**src/rtl/mips_ctrl_pipe.sv**
```systemverilog
`default_nettype none
// ============================================================================
// Module   : mips_ctrl_pipe
// Brief    : MIPS32 5-stage control unit. Decodes ID, carries EX/MEM/WB control,
//            detects load-use/branch/MDU hazards. Optional MDU via MIPS_CTRL_MDU_EN.
// Revision : 1.0 - initial release
// ============================================================================
module mips_ctrl_pipe #(
  parameter int ALUOP_W     = 5,
  parameter int MDU_LATENCY = 4
) (
  input  logic               clock,
  input  logic               reset,
  input  logic               id_valid,
  input  logic [5:0]         OpCode,
  input  logic [5:0]         Func,
  input  logic [4:0]         id_rs,
  input  logic [4:0]         id_rt,
  input  logic [4:0]         id_rd,
  input  logic               Comp_EQ,
  output logic               id_stall,
  output logic [1:0]         PCSrcSel,
  output logic               SignExt,
  output logic               NextIsDelay,
  output logic [ALUOP_W-1:0] ex_alu_op,
  output logic               ex_alu_src,
  output logic               ex_link,
  output logic [4:0]         ex_dst,
  output logic               mem_read,
  output logic               mem_write,
  output logic               mem_byte,
  output logic               mem_half,
  output logic               mem_sign_ext,
  output logic               wb_reg_write,
  output logic               wb_mem_to_reg,
  output logic [4:0]         wb_dst,
  output logic               mdu_busy
);

  localparam logic [ALUOP_W-1:0] c_aluAdd   = ALUOP_W'(0);
  localparam logic [ALUOP_W-1:0] c_aluAddu  = ALUOP_W'(1);
  localparam logic [ALUOP_W-1:0] c_aluSub   = ALUOP_W'(2);
  localparam logic [ALUOP_W-1:0] c_aluSubu  = ALUOP_W'(3);
  localparam logic [ALUOP_W-1:0] c_aluAnd   = ALUOP_W'(4);
  localparam logic [ALUOP_W-1:0] c_aluOr    = ALUOP_W'(5);
  localparam logic [ALUOP_W-1:0] c_aluXor   = ALUOP_W'(6);
  localparam logic [ALUOP_W-1:0] c_aluNor   = ALUOP_W'(7);
  localparam logic [ALUOP_W-1:0] c_aluSlt   = ALUOP_W'(8);
  localparam logic [ALUOP_W-1:0] c_aluSltu  = ALUOP_W'(9);
  localparam logic [ALUOP_W-1:0] c_aluSll   = ALUOP_W'(10);
  localparam logic [ALUOP_W-1:0] c_aluSrl   = ALUOP_W'(11);
  localparam logic [ALUOP_W-1:0] c_aluLui   = ALUOP_W'(12);
`ifdef MIPS_CTRL_MDU_EN
  localparam logic [ALUOP_W-1:0] c_aluMult  = ALUOP_W'(13);
  localparam logic [ALUOP_W-1:0] c_aluMultu = ALUOP_W'(14);
  localparam logic [ALUOP_W-1:0] c_aluDiv   = ALUOP_W'(15);
  localparam logic [ALUOP_W-1:0] c_aluDivu  = ALUOP_W'(16);
  localparam logic [ALUOP_W-1:0] c_aluMfhi  = ALUOP_W'(17);
  localparam logic [ALUOP_W-1:0] c_aluMflo  = ALUOP_W'(18);
`endif

  typedef struct packed {
    logic [ALUOP_W-1:0] aluOp;
    logic               aluSrc;
    logic               link;
    logic [4:0]         dst;
    logic               memRead;
    logic               memWrite;
    logic               memByte;
    logic               memHalf;
    logic               memSignExt;
    logic               regWrite;
    logic               memToReg;
  } ctrl_t;

  ctrl_t      w_dec;
  ctrl_t      r_ex;
  logic       w_known;
  logic       w_wr;
  logic [4:0] w_dstSel;
  logic       w_readsRt;
  logic       w_isBeq;
  logic       w_isBne;
  logic       w_isJ;
  logic       w_isJal;
  logic       w_isJr;
  logic       w_isMduOp;
  logic       w_isMduAny;

  logic       r_memRead;
  logic       r_memWrite;
  logic       r_memByte;
  logic       r_memHalf;
  logic       r_memSignExt;
  logic       r_memRegWrite;
  logic       r_memMemToReg;
  logic [4:0] r_memDst;
  logic       r_wbRegWrite;
  logic       r_wbMemToReg;
  logic [4:0] r_wbDst;

  logic       w_isBranch;
  logic       w_exLoadHit;
  logic       w_brExHit;
  logic       w_brMemHit;
  logic       w_mduHaz;
  logic       w_stall;

  always_comb begin
    w_dec      = '0;
    w_known    = 1'b0;
    w_wr       = 1'b0;
    w_dstSel   = 5'd0;
    w_readsRt  = 1'b0;
    w_isBeq    = 1'b0;
    w_isBne    = 1'b0;
    w_isJ      = 1'b0;
    w_isJal    = 1'b0;
    w_isJr     = 1'b0;
    w_isMduOp  = 1'b0;
    w_isMduAny = 1'b0;
    case (OpCode)
      6'h00: begin
        w_readsRt = 1'b1;
        w_dstSel  = id_rd;
        case (Func)
          6'h20: begin w_known = 1'b1; w_wr = 1'b1; w_dec.aluOp = c_aluAdd;  end
          6'h21: begin w_known = 1'b1; w_wr = 1'b1; w_dec.aluOp = c_aluAddu; end
          6'h22: begin w_known = 1'b1; w_wr = 1'b1; w_dec.aluOp = c_aluSub;  end
          6'h23: begin w_known = 1'b1; w_wr = 1'b1; w_dec.aluOp = c_aluSubu; end
          6'h24: begin w_known = 1'b1; w_wr = 1'b1; w_dec.aluOp = c_aluAnd;  end
          6'h25: begin w_known = 1'b1; w_wr = 1'b1; w_dec.aluOp = c_aluOr;   end
          6'h26: begin w_known = 1'b1; w_wr = 1'b1; w_dec.aluOp = c_aluXor;  end
          6'h27: begin w_known = 1'b1; w_wr = 1'b1; w_dec.aluOp = c_aluNor;  end
          6'h2A: begin w_known = 1'b1; w_wr = 1'b1; w_dec.aluOp = c_aluSlt;  end
          6'h2B: begin w_known = 1'b1; w_wr = 1'b1; w_dec.aluOp = c_aluSltu; end
          6'h00: begin w_known = 1'b1; w_wr = 1'b1; w_dec.aluOp = c_aluSll;  end
          6'h02: begin w_known = 1'b1; w_wr = 1'b1; w_dec.aluOp = c_aluSrl;  end
          6'h08: begin w_known = 1'b1; w_isJr = 1'b1; end
`ifdef MIPS_CTRL_MDU_EN
          6'h18: begin w_known = 1'b1; w_isMduOp = 1'b1; w_dec.aluOp = c_aluMult;  end
          6'h19: begin w_known = 1'b1; w_isMduOp = 1'b1; w_dec.aluOp = c_aluMultu; end
          6'h1A: begin w_known = 1'b1; w_isMduOp = 1'b1; w_dec.aluOp = c_aluDiv;   end
          6'h1B: begin w_known = 1'b1; w_isMduOp = 1'b1; w_dec.aluOp = c_aluDivu;  end
          6'h10: begin w_known = 1'b1; w_wr = 1'b1; w_isMduAny = 1'b1; w_dec.aluOp = c_aluMfhi; end
          6'h12: begin w_known = 1'b1; w_wr = 1'b1; w_isMduAny = 1'b1; w_dec.aluOp = c_aluMflo; end
`endif
          default: ;
        endcase
      end
      6'h08, 6'h09, 6'h0A, 6'h0B, 6'h0C, 6'h0D, 6'h0E, 6'h0F: begin
        w_known       = 1'b1;
        w_wr          = 1'b1;
        w_dstSel      = id_rt;
        w_dec.aluSrc  = 1'b1;
        case (OpCode[2:0])
          3'd0:    w_dec.aluOp = c_aluAdd;
          3'd1:    w_dec.aluOp = c_aluAddu;
          3'd2:    w_dec.aluOp = c_aluSlt;
          3'd3:    w_dec.aluOp = c_aluSltu;
          3'd4:    w_dec.aluOp = c_aluAnd;
          3'd5:    w_dec.aluOp = c_aluOr;
          3'd6:    w_dec.aluOp = c_aluXor;
          default: w_dec.aluOp = c_aluLui;
        endcase
      end
      6'h20, 6'h21, 6'h23, 6'h24, 6'h25: begin
        w_known          = 1'b1;
        w_wr             = 1'b1;
        w_dstSel         = id_rt;
        w_dec.aluSrc     = 1'b1;
        w_dec.aluOp      = c_aluAddu;
        w_dec.memRead    = 1'b1;
        w_dec.memToReg   = 1'b1;
        w_dec.memByte    = (OpCode[1:0] == 2'd0);
        w_dec.memHalf    = (OpCode[1:0] == 2'd1);
        w_dec.memSignExt = (OpCode == 6'h20) || (OpCode == 6'h21);
      end
      6'h28, 6'h29, 6'h2B: begin
        w_known        = 1'b1;
        w_readsRt      = 1'b1;
        w_dec.aluSrc   = 1'b1;
        w_dec.aluOp    = c_aluAddu;
        w_dec.memWrite = 1'b1;
        w_dec.memByte  = (OpCode == 6'h28);
        w_dec.memHalf  = (OpCode == 6'h29);
      end
      6'h04: begin w_known = 1'b1; w_readsRt = 1'b1; w_isBeq = 1'b1; end
      6'h05: begin w_known = 1'b1; w_readsRt = 1'b1; w_isBne = 1'b1; end
      6'h02: begin w_known = 1'b1; w_isJ = 1'b1; end
      6'h03: begin
        w_known    = 1'b1;
        w_isJal    = 1'b1;
        w_wr       = 1'b1;
        w_dstSel   = 5'd31;
        w_dec.link = 1'b1;
      end
      default: ;
    endcase
    // Anything not both valid and recognised collapses to the all-zero bubble.
    if (id_valid && w_known) begin
      w_dec.dst      = w_wr ? w_dstSel : 5'd0;
      w_dec.regWrite = w_wr && (w_dstSel != 5'd0);
    end else begin
      w_dec      = '0;
      w_readsRt  = 1'b0;
      w_isBeq    = 1'b0;
      w_isBne    = 1'b0;
      w_isJ      = 1'b0;
      w_isJal    = 1'b0;
      w_isJr     = 1'b0;
      w_isMduOp  = 1'b0;
      w_isMduAny = 1'b0;
    end
    w_isMduAny = w_isMduAny | w_isMduOp;
  end

  // Branch compare and JR target both read registers in ID, so they need the value there.
  assign w_isBranch  = w_isBeq | w_isBne;
  assign w_exLoadHit = r_ex.memRead && (r_ex.dst != 5'd0) &&
                       ((r_ex.dst == id_rs) || (w_readsRt && (r_ex.dst == id_rt)));
  assign w_brExHit   = (w_isBranch || w_isJr) && r_ex.regWrite &&
                       ((r_ex.dst == id_rs) || (w_isBranch && (r_ex.dst == id_rt)));
  assign w_brMemHit  = (w_isBranch || w_isJr) && r_memRead && (r_memDst != 5'd0) &&
                       ((r_memDst == id_rs) || (w_isBranch && (r_memDst == id_rt)));
  assign w_mduHaz    = w_isMduAny && mdu_busy;
  assign w_stall     = id_valid && (w_exLoadHit || w_brExHit || w_brMemHit || w_mduHaz);

  always_comb begin
    PCSrcSel    = 2'b00;
    NextIsDelay = 1'b0;
    if (id_valid && !w_stall) begin
      NextIsDelay = w_isBranch | w_isJ | w_isJal | w_isJr;
      if ((w_isBeq && Comp_EQ) || (w_isBne && !Comp_EQ)) PCSrcSel = 2'b10;
      else if (w_isJ || w_isJal)                          PCSrcSel = 2'b01;
      else if (w_isJr)                                    PCSrcSel = 2'b11;
    end
  end

  assign id_stall = w_stall;
  assign SignExt  = (OpCode[5:2] != 4'b0011);

  always_ff @(posedge clock) begin
    if (reset) begin
      r_ex          <= '0;
      r_memRead     <= 1'b0;
      r_memWrite    <= 1'b0;
      r_memByte     <= 1'b0;
      r_memHalf     <= 1'b0;
      r_memSignExt  <= 1'b0;
      r_memRegWrite <= 1'b0;
      r_memMemToReg <= 1'b0;
      r_memDst      <= 5'd0;
      r_wbRegWrite  <= 1'b0;
      r_wbMemToReg  <= 1'b0;
      r_wbDst       <= 5'd0;
    end else begin
      r_ex          <= w_stall ? '0 : w_dec;
      r_memRead     <= r_ex.memRead;
      r_memWrite    <= r_ex.memWrite;
      r_memByte     <= r_ex.memByte;
      r_memHalf     <= r_ex.memHalf;
      r_memSignExt  <= r_ex.memSignExt;
      r_memRegWrite <= r_ex.regWrite;
      r_memMemToReg <= r_ex.memToReg;
      r_memDst      <= r_ex.dst;
      r_wbRegWrite  <= r_memRegWrite;
      r_wbMemToReg  <= r_memMemToReg;
      r_wbDst       <= r_memDst;
    end
  end

`ifdef MIPS_CTRL_MDU_EN
  localparam int c_cntW = $clog2(MDU_LATENCY + 1);
  logic [c_cntW-1:0] r_mduCnt;

  always_ff @(posedge clock) begin
    if (reset)                      r_mduCnt <= '0;
    else if (w_isMduOp && !w_stall) r_mduCnt <= c_cntW'(MDU_LATENCY);
    else if (r_mduCnt != '0)        r_mduCnt <= r_mduCnt - c_cntW'(1);
  end

  assign mdu_busy = (r_mduCnt != '0);
`else
  assign mdu_busy = 1'b0;
`endif

  assign ex_alu_op     = r_ex.aluOp;
  assign ex_alu_src    = r_ex.aluSrc;
  assign ex_link       = r_ex.link;
  assign ex_dst        = r_ex.dst;
  assign mem_read      = r_memRead;
  assign mem_write     = r_memWrite;
  assign mem_byte      = r_memByte;
  assign mem_half      = r_memHalf;
  assign mem_sign_ext  = r_memSignExt;
  assign wb_reg_write  = r_wbRegWrite;
  assign wb_mem_to_reg = r_wbMemToReg;
  assign wb_dst        = r_wbDst;

endmodule
`default_nettype wire
```
**config.mk**
```make
export PLATFORM = sky130hd
export DESIGN_NAME = mips_ctrl_pipe
export DESIGN_NICKNAME = d
export VERILOG_FILES = /design/src/rtl/mips_ctrl_pipe.sv
export SDC_FILE = /design/constraint.sdc
export NUM_CORES = 1
export LEC_CHECK = 0
export BUFFER_PORTS_ARGS = -buffer_cell sky130_fd_sc_hd__buf_2
export CAP_MARGIN = 20
export CORE_UTILIZATION = 32
export DETAILED_ROUTE_END_ITERATION = 7
export PLACE_DENSITY = 0.55
export SYNTH_ARGS = -nofsm -noshare
export SYNTH_HDL_FRONTEND = slang
export SYNTH_SLANG_ARGS = --single-unit
```
**constraint.sdc**
```tcl
create_clock -name clock -period 2.95 [get_ports clock]
set_input_delay 0.1475 -clock clock [delete_from_list [all_inputs] [get_ports clock]]
set_output_delay 0.1475 -clock clock [all_outputs]
set_load 0.01 [all_outputs]
```
======== After elaboration in Yosys (flattened, before gate mapping) ========
Cells that the tools add are included.
word-level totals
  register bits after elaboration ......... 36
  output and inout bits ................... 30
  word-level logic and storage cells ...... 149
operators by class
  equal/unequal tests ..................... 44
  mux-type cells .......................... 30
  bitwise logic cells ..................... 7
  reduce and logical (&&, ||, !) cells .... 48
operator list
  operator                                             number
  equality test 6 bit, second input constant           18
  equality test 6 x 4 -> 1 bit, second input constant  9
  case mux 4 bit (11 select lines)                     1
  case mux 5 bit (3 select lines)                      2
  case mux 4 bit (7 select lines)                      1
  OR reduction 13 bit                                  2
  equality test 5 bit                                  4
  OR reduction 20 bit                                  1
  two-way mux 1 bit                                    19
  equality test 6 x 2 -> 1 bit, second input constant  3
  logical AND 1 bit                                    16
  OR reduction 16 bit                                  1
  OR reduction 8 bit                                   2
  nonzero test 5 bit                                   3
  OR reduction 14 bit                                  1
  equality test 6 x 3 -> 1 bit, second input constant  2
  zero test 6 bit                                      2
  OR reduction 12 bit                                  1
  equality test 3 bit, second input constant           3
  logical OR 1 bit                                     9
  two-way mux 2 bit                                    4
  OR reduction 4 bit                                   2
  equality test 3 x 2 -> 1 bit, second input constant  2
  OR reduction 3 bit                                   2
  other kinds (12)                                     19

======== Logic depth before layout (Yosys ltp) ========
  depth after elaboration ................. 16
  mapped depth ............................ 8
  gate-level depth less buffers ........... 7

======== Worst setup path before layout ========
Ideal clock, no wire load.
  path kind ............................... flip-flop to output port
  from .................................... reg r_memDst[0]
  to ...................................... out PCSrcSel[0]
  data arrival time ....................... 1.983 ns
  data required time ...................... 2.803 ns
  slack ................................... 0.820 ns
  stages on the path, launching flop included .. 8
  path buffers ............................ 0
  path through ............................ dfxtp_1 or4_1 o21ai_2 nor4_1 or2_1 o2bb2ai_4 nand2_2 a311oi_1
on the way
  cells in the longest elaborated chain, start to end .. 9
RTL lines
  element                 RTL line  source
  from (decl)             97        logic [4:0] r_memDst;
  from (signal assigned)  266       r_memDst <= r_ex.dst;
  equality test 5 bit     225       ((r_memDst == id_rs) || (w_isBranch && (r_memDst == id_rt)));
  logical AND 1 bit       225
  logical OR 1 bit        225
  logical AND 1 bit *     224       assign w_brMemHit = (w_isBranch || w_isJr) && r_memRead && (r_memDst != 5'd0) &&
  logical OR 1 bit *      227       assign w_stall = id_valid && (w_exLoadHit || w_brExHit || w_brMemHit || w_mduHaz);
  logical AND 1 bit *     227
  zero test 1 bit *       232       if (id_valid && !w_stall) begin
  logical AND 1 bit *     232
  two-way mux 2 bit *     232
  to (decl)               22        output logic [1:0] PCSrcSel,
Every way passes the cells marked *; elsewhere a longest branch is shown, timed or not.

======== Worst setup path in the final report ========
Same ends and word-level chain as after synthesis.

==> impl_metrics.py <==
metrics = {
    "run_status": {
        "status": "complete, no violations",
    },
    "yosys": {
        "synth_commonest_cells": "dfxtp_1 (35), nor2_1 (21), nor2b_1 (20)",
        "syn_inst": 216,
        "avgSynthCellArea_sq_um": 8.85,
        "synth_cell_type_count": 52,
        "synth_most_common_cell": "dfxtp_1",
        "synth_area_sq_um": 1910,
        "synth-main-ff-cell": "dfxtp_1",
        "synthArstFlopShare_pct": 0,
        "yosysWarnings": 0,
        "synth_edf_count": 0,
        "yosysTopAreaCell": "dfxtp_1",
        "ys_ff_latch": 35,
        "synth_top_cell_area_share_pct": 36.6,
        "synth.area.top_cells": "dfxtp_1 (37%), nor2b_1 (6.5%), xnor2_1 (6.4%)",
        "synth_seq_area_share_pct": 36.6,
    },
    "route": {
        "wl_per_cell_um": 13.1,
        "drc_errors": 0,
        "drt_iter0_drc": 61,
        "dr.pass1.iters": 4,
        "viasPerCell": 4.80,
        "top_layer": "met4",
        "wl_met3_um": 144,
        "antenna_left": 0,
        "wl_mm": 4.38,
        "wl_met1_mm": 2.22,
        "vias": 1603,
        "dr_wl_met2_mm": 1.94,
    },
    "sta": {
        "grt_setup_unrepaired": "false",
        "layout_setup_ws_ps": 384,
        "final_max_slew_viol_count": 0,
        "fmax_mhz": 390,
        "period_share_pct": 87.0,
        "period_minus_slack_ps": 2570,
        "hold_viol": 0,
        "setup_violations": 0,
        "tightestPinTransition_ps": 617,
        "tns_ps": 0,
        "slew_headroom_pct": 58.5,
        "fin_skew_ps": 9.26,
    },
    "placed_design": {
        "gp_congestion": 0.803,
        "io_buffer_count": 58,
        "dp_cells": 326,
        "place_hpwl_mm": 3.46,
        "post-place-ws_ps": 664,
    },
    "layout": {
        "area_delta_synth_final_pct": 20.5,
        "largest_reg_flops": 6,
        "utilization_pct": 40.8,
        "fin_cells": 334,
        "drive_above_1_share_pct": 29.8,
        "top_register": "r_ex",
        "n_antenna_cell": 0,
        "nFillCells": 568,
        "nets": 292,
    },
    "global_routing": {
        "grt-ovfl-total": 0,
        "grt_max_degree": 22,
        "grt_pass1_wl_mm": 7.13,
        "grt_antenna_before_repair": 0,
        "grt_usage_pct": 14.8,
        "grt_pass1_vias": 1476,
    },
    "floorplan": {
        "num_rows": 27,
        "initial_utilization_pct": 33.9,
        "core-area_sq_um": 5640,
        "ios": 61,
        "die-area_sq_um": 6290,
        "die_h_um": 79.3,
        "die_w_um": 79.3,
    },
    "run": {
        "max-cap-violations": 0,
    },
    "clock_tree": {
        "holdBufCountCts": 0,
        "clk_path_buf_depth": 2,
        "path_clk_slew_ps": 70,
        "cts_tree": "built",
        "h-tree-depth": 2,
        "ctsResizeCount": 0,
        "post_cts_buffers": 0,
        "cts_sinks": 35,
        "cts_root_buf": "clkbuf_8",
        "clock_latency_ps": 280,
        "cts_buffers": 5,
    },
    "critical_path": {
        "path_cells": "or4_1 > o21ai_2 > nor4_1 > or2_1 > o2bb2ai_4 > nand2_2 > a311oi_1 > buf_2",
        "crit_required_ps": 2800,
        "cp-end-kind": "output port",
        "start_kind": "flip-flop",
        "cpPeakStageDelay_ps": 550,
        "slowest_stage": "or4_1",
        "rr_worst_depth": 7,
        "critPathMaxFanout": 4,
        "crit_type": "reg -> out",
        "arrival_ps": 2420,
    },
    "pwr": {
        "leakagePower_nw": 0.931,
        "seqPwrFrac_pct": 43.4,
        "powerDensity_nw_per_um2": 477,
        "internal_power_mw": 0.860,
        "peakVddDrop_mv": 0.304,
        "p_sw_share_pct": 21.7,
        "power_frac_comb_pct": 11.1,
        "p_switching_mw": 0.239,
        "clockPowerShare_pct": 45.6,
        "power_mw": 1.10,
    },
    "min_path": {
        "hold_class": "in -> reg",
        "hold_depth": 2,
    },
}
## critical path, delay by kind of cell (launching register included)
family | cells | cell delay [ps]
simple gates | 4 | 1000
compound gates | 3 | 600
flops | 1 | 350
buf+inv | 1 | 170
## path summary, 6_finish.rpt
check / end / startpoint / slack, ps
setup / recovery: PCSrcSel[0] / r_memDst[0] / 380
hold / removal: ex_alu_src / id_valid / 120
hold reg to reg: mem_half / r_ex[3] / 440
setup reg to reg: ex_alu_op[3] / ex_dst[1] / 760
## layout make-up
class | instances | area [sq um] | area share, %
timing repair buffer | 58 | 290 | 12.6
tap | 72 | 90.1 | 3.91
clock inverter | 2 | 60.1 | 2.61
clock buffer | 6 | 72.6 | 3.15
multi-input combinational | 158 | 1080 | 46.8
sequential | 35 | 701 | 30.4
inverter | 3 | 11.3 | 0.489
## routing by layer
layer / vias up / GRT usage, %
li1: 838 / -
met3: 5 / 3.10
met5: - / 0
met1: 723 / 20.8
met4: 0 / 5.09
met2: 37 / 22.2
## through the flow
step,hold WS (ps),instance area (sq um)
detailed placement,426,2170
CTS,121,2300
floorplan,239,1920
global route,134,2300
finish,125,2300
global placement,422,2170
## power by group through the flow
stage               Sequential, mW  Combinational (mW)  Clock, mW
detailed placement           0.487               0.122          0
floorplan                    0.488              0.0769          0
global route                 0.477               0.136      0.537
CTS                          0.476               0.122      0.514
global placement             0.487               0.123          0
finish                       0.477               0.122      0.501
## cells in the final DEF (no fill, tap or decap), types with 4 or more instances in the layout
cell type | Yosys | routed
buf_2 | 4 | 58
dfxtp_1 | 35 | 35
nor2_1 | 21 | 21
nor2b_1 | 20 | 20
xnor2_1 | 14 | 14
nor3_1 | 10 | 10
a21oi_1 | 8 | 8
nand3_1 | 8 | 8
nand2b_1 | 7 | 7
nand2_1 | 7 | 7
xor2_1 | 7 | 7
a221oi_1 | 5 | 5
clkbuf_8 | 0 | 5
o21ai_0 | 4 | 4
## cell families after synthesis
family          Yosys count  share of synthesized area (%)
compound gates           39                           15.7
xor+xnor                 21                           9.62
buf+inv                  24                           7.13
flops                    35                           36.6
other cells               1                          0.196
simple gates             96                           30.7
(Power assumes the default switching activity.)
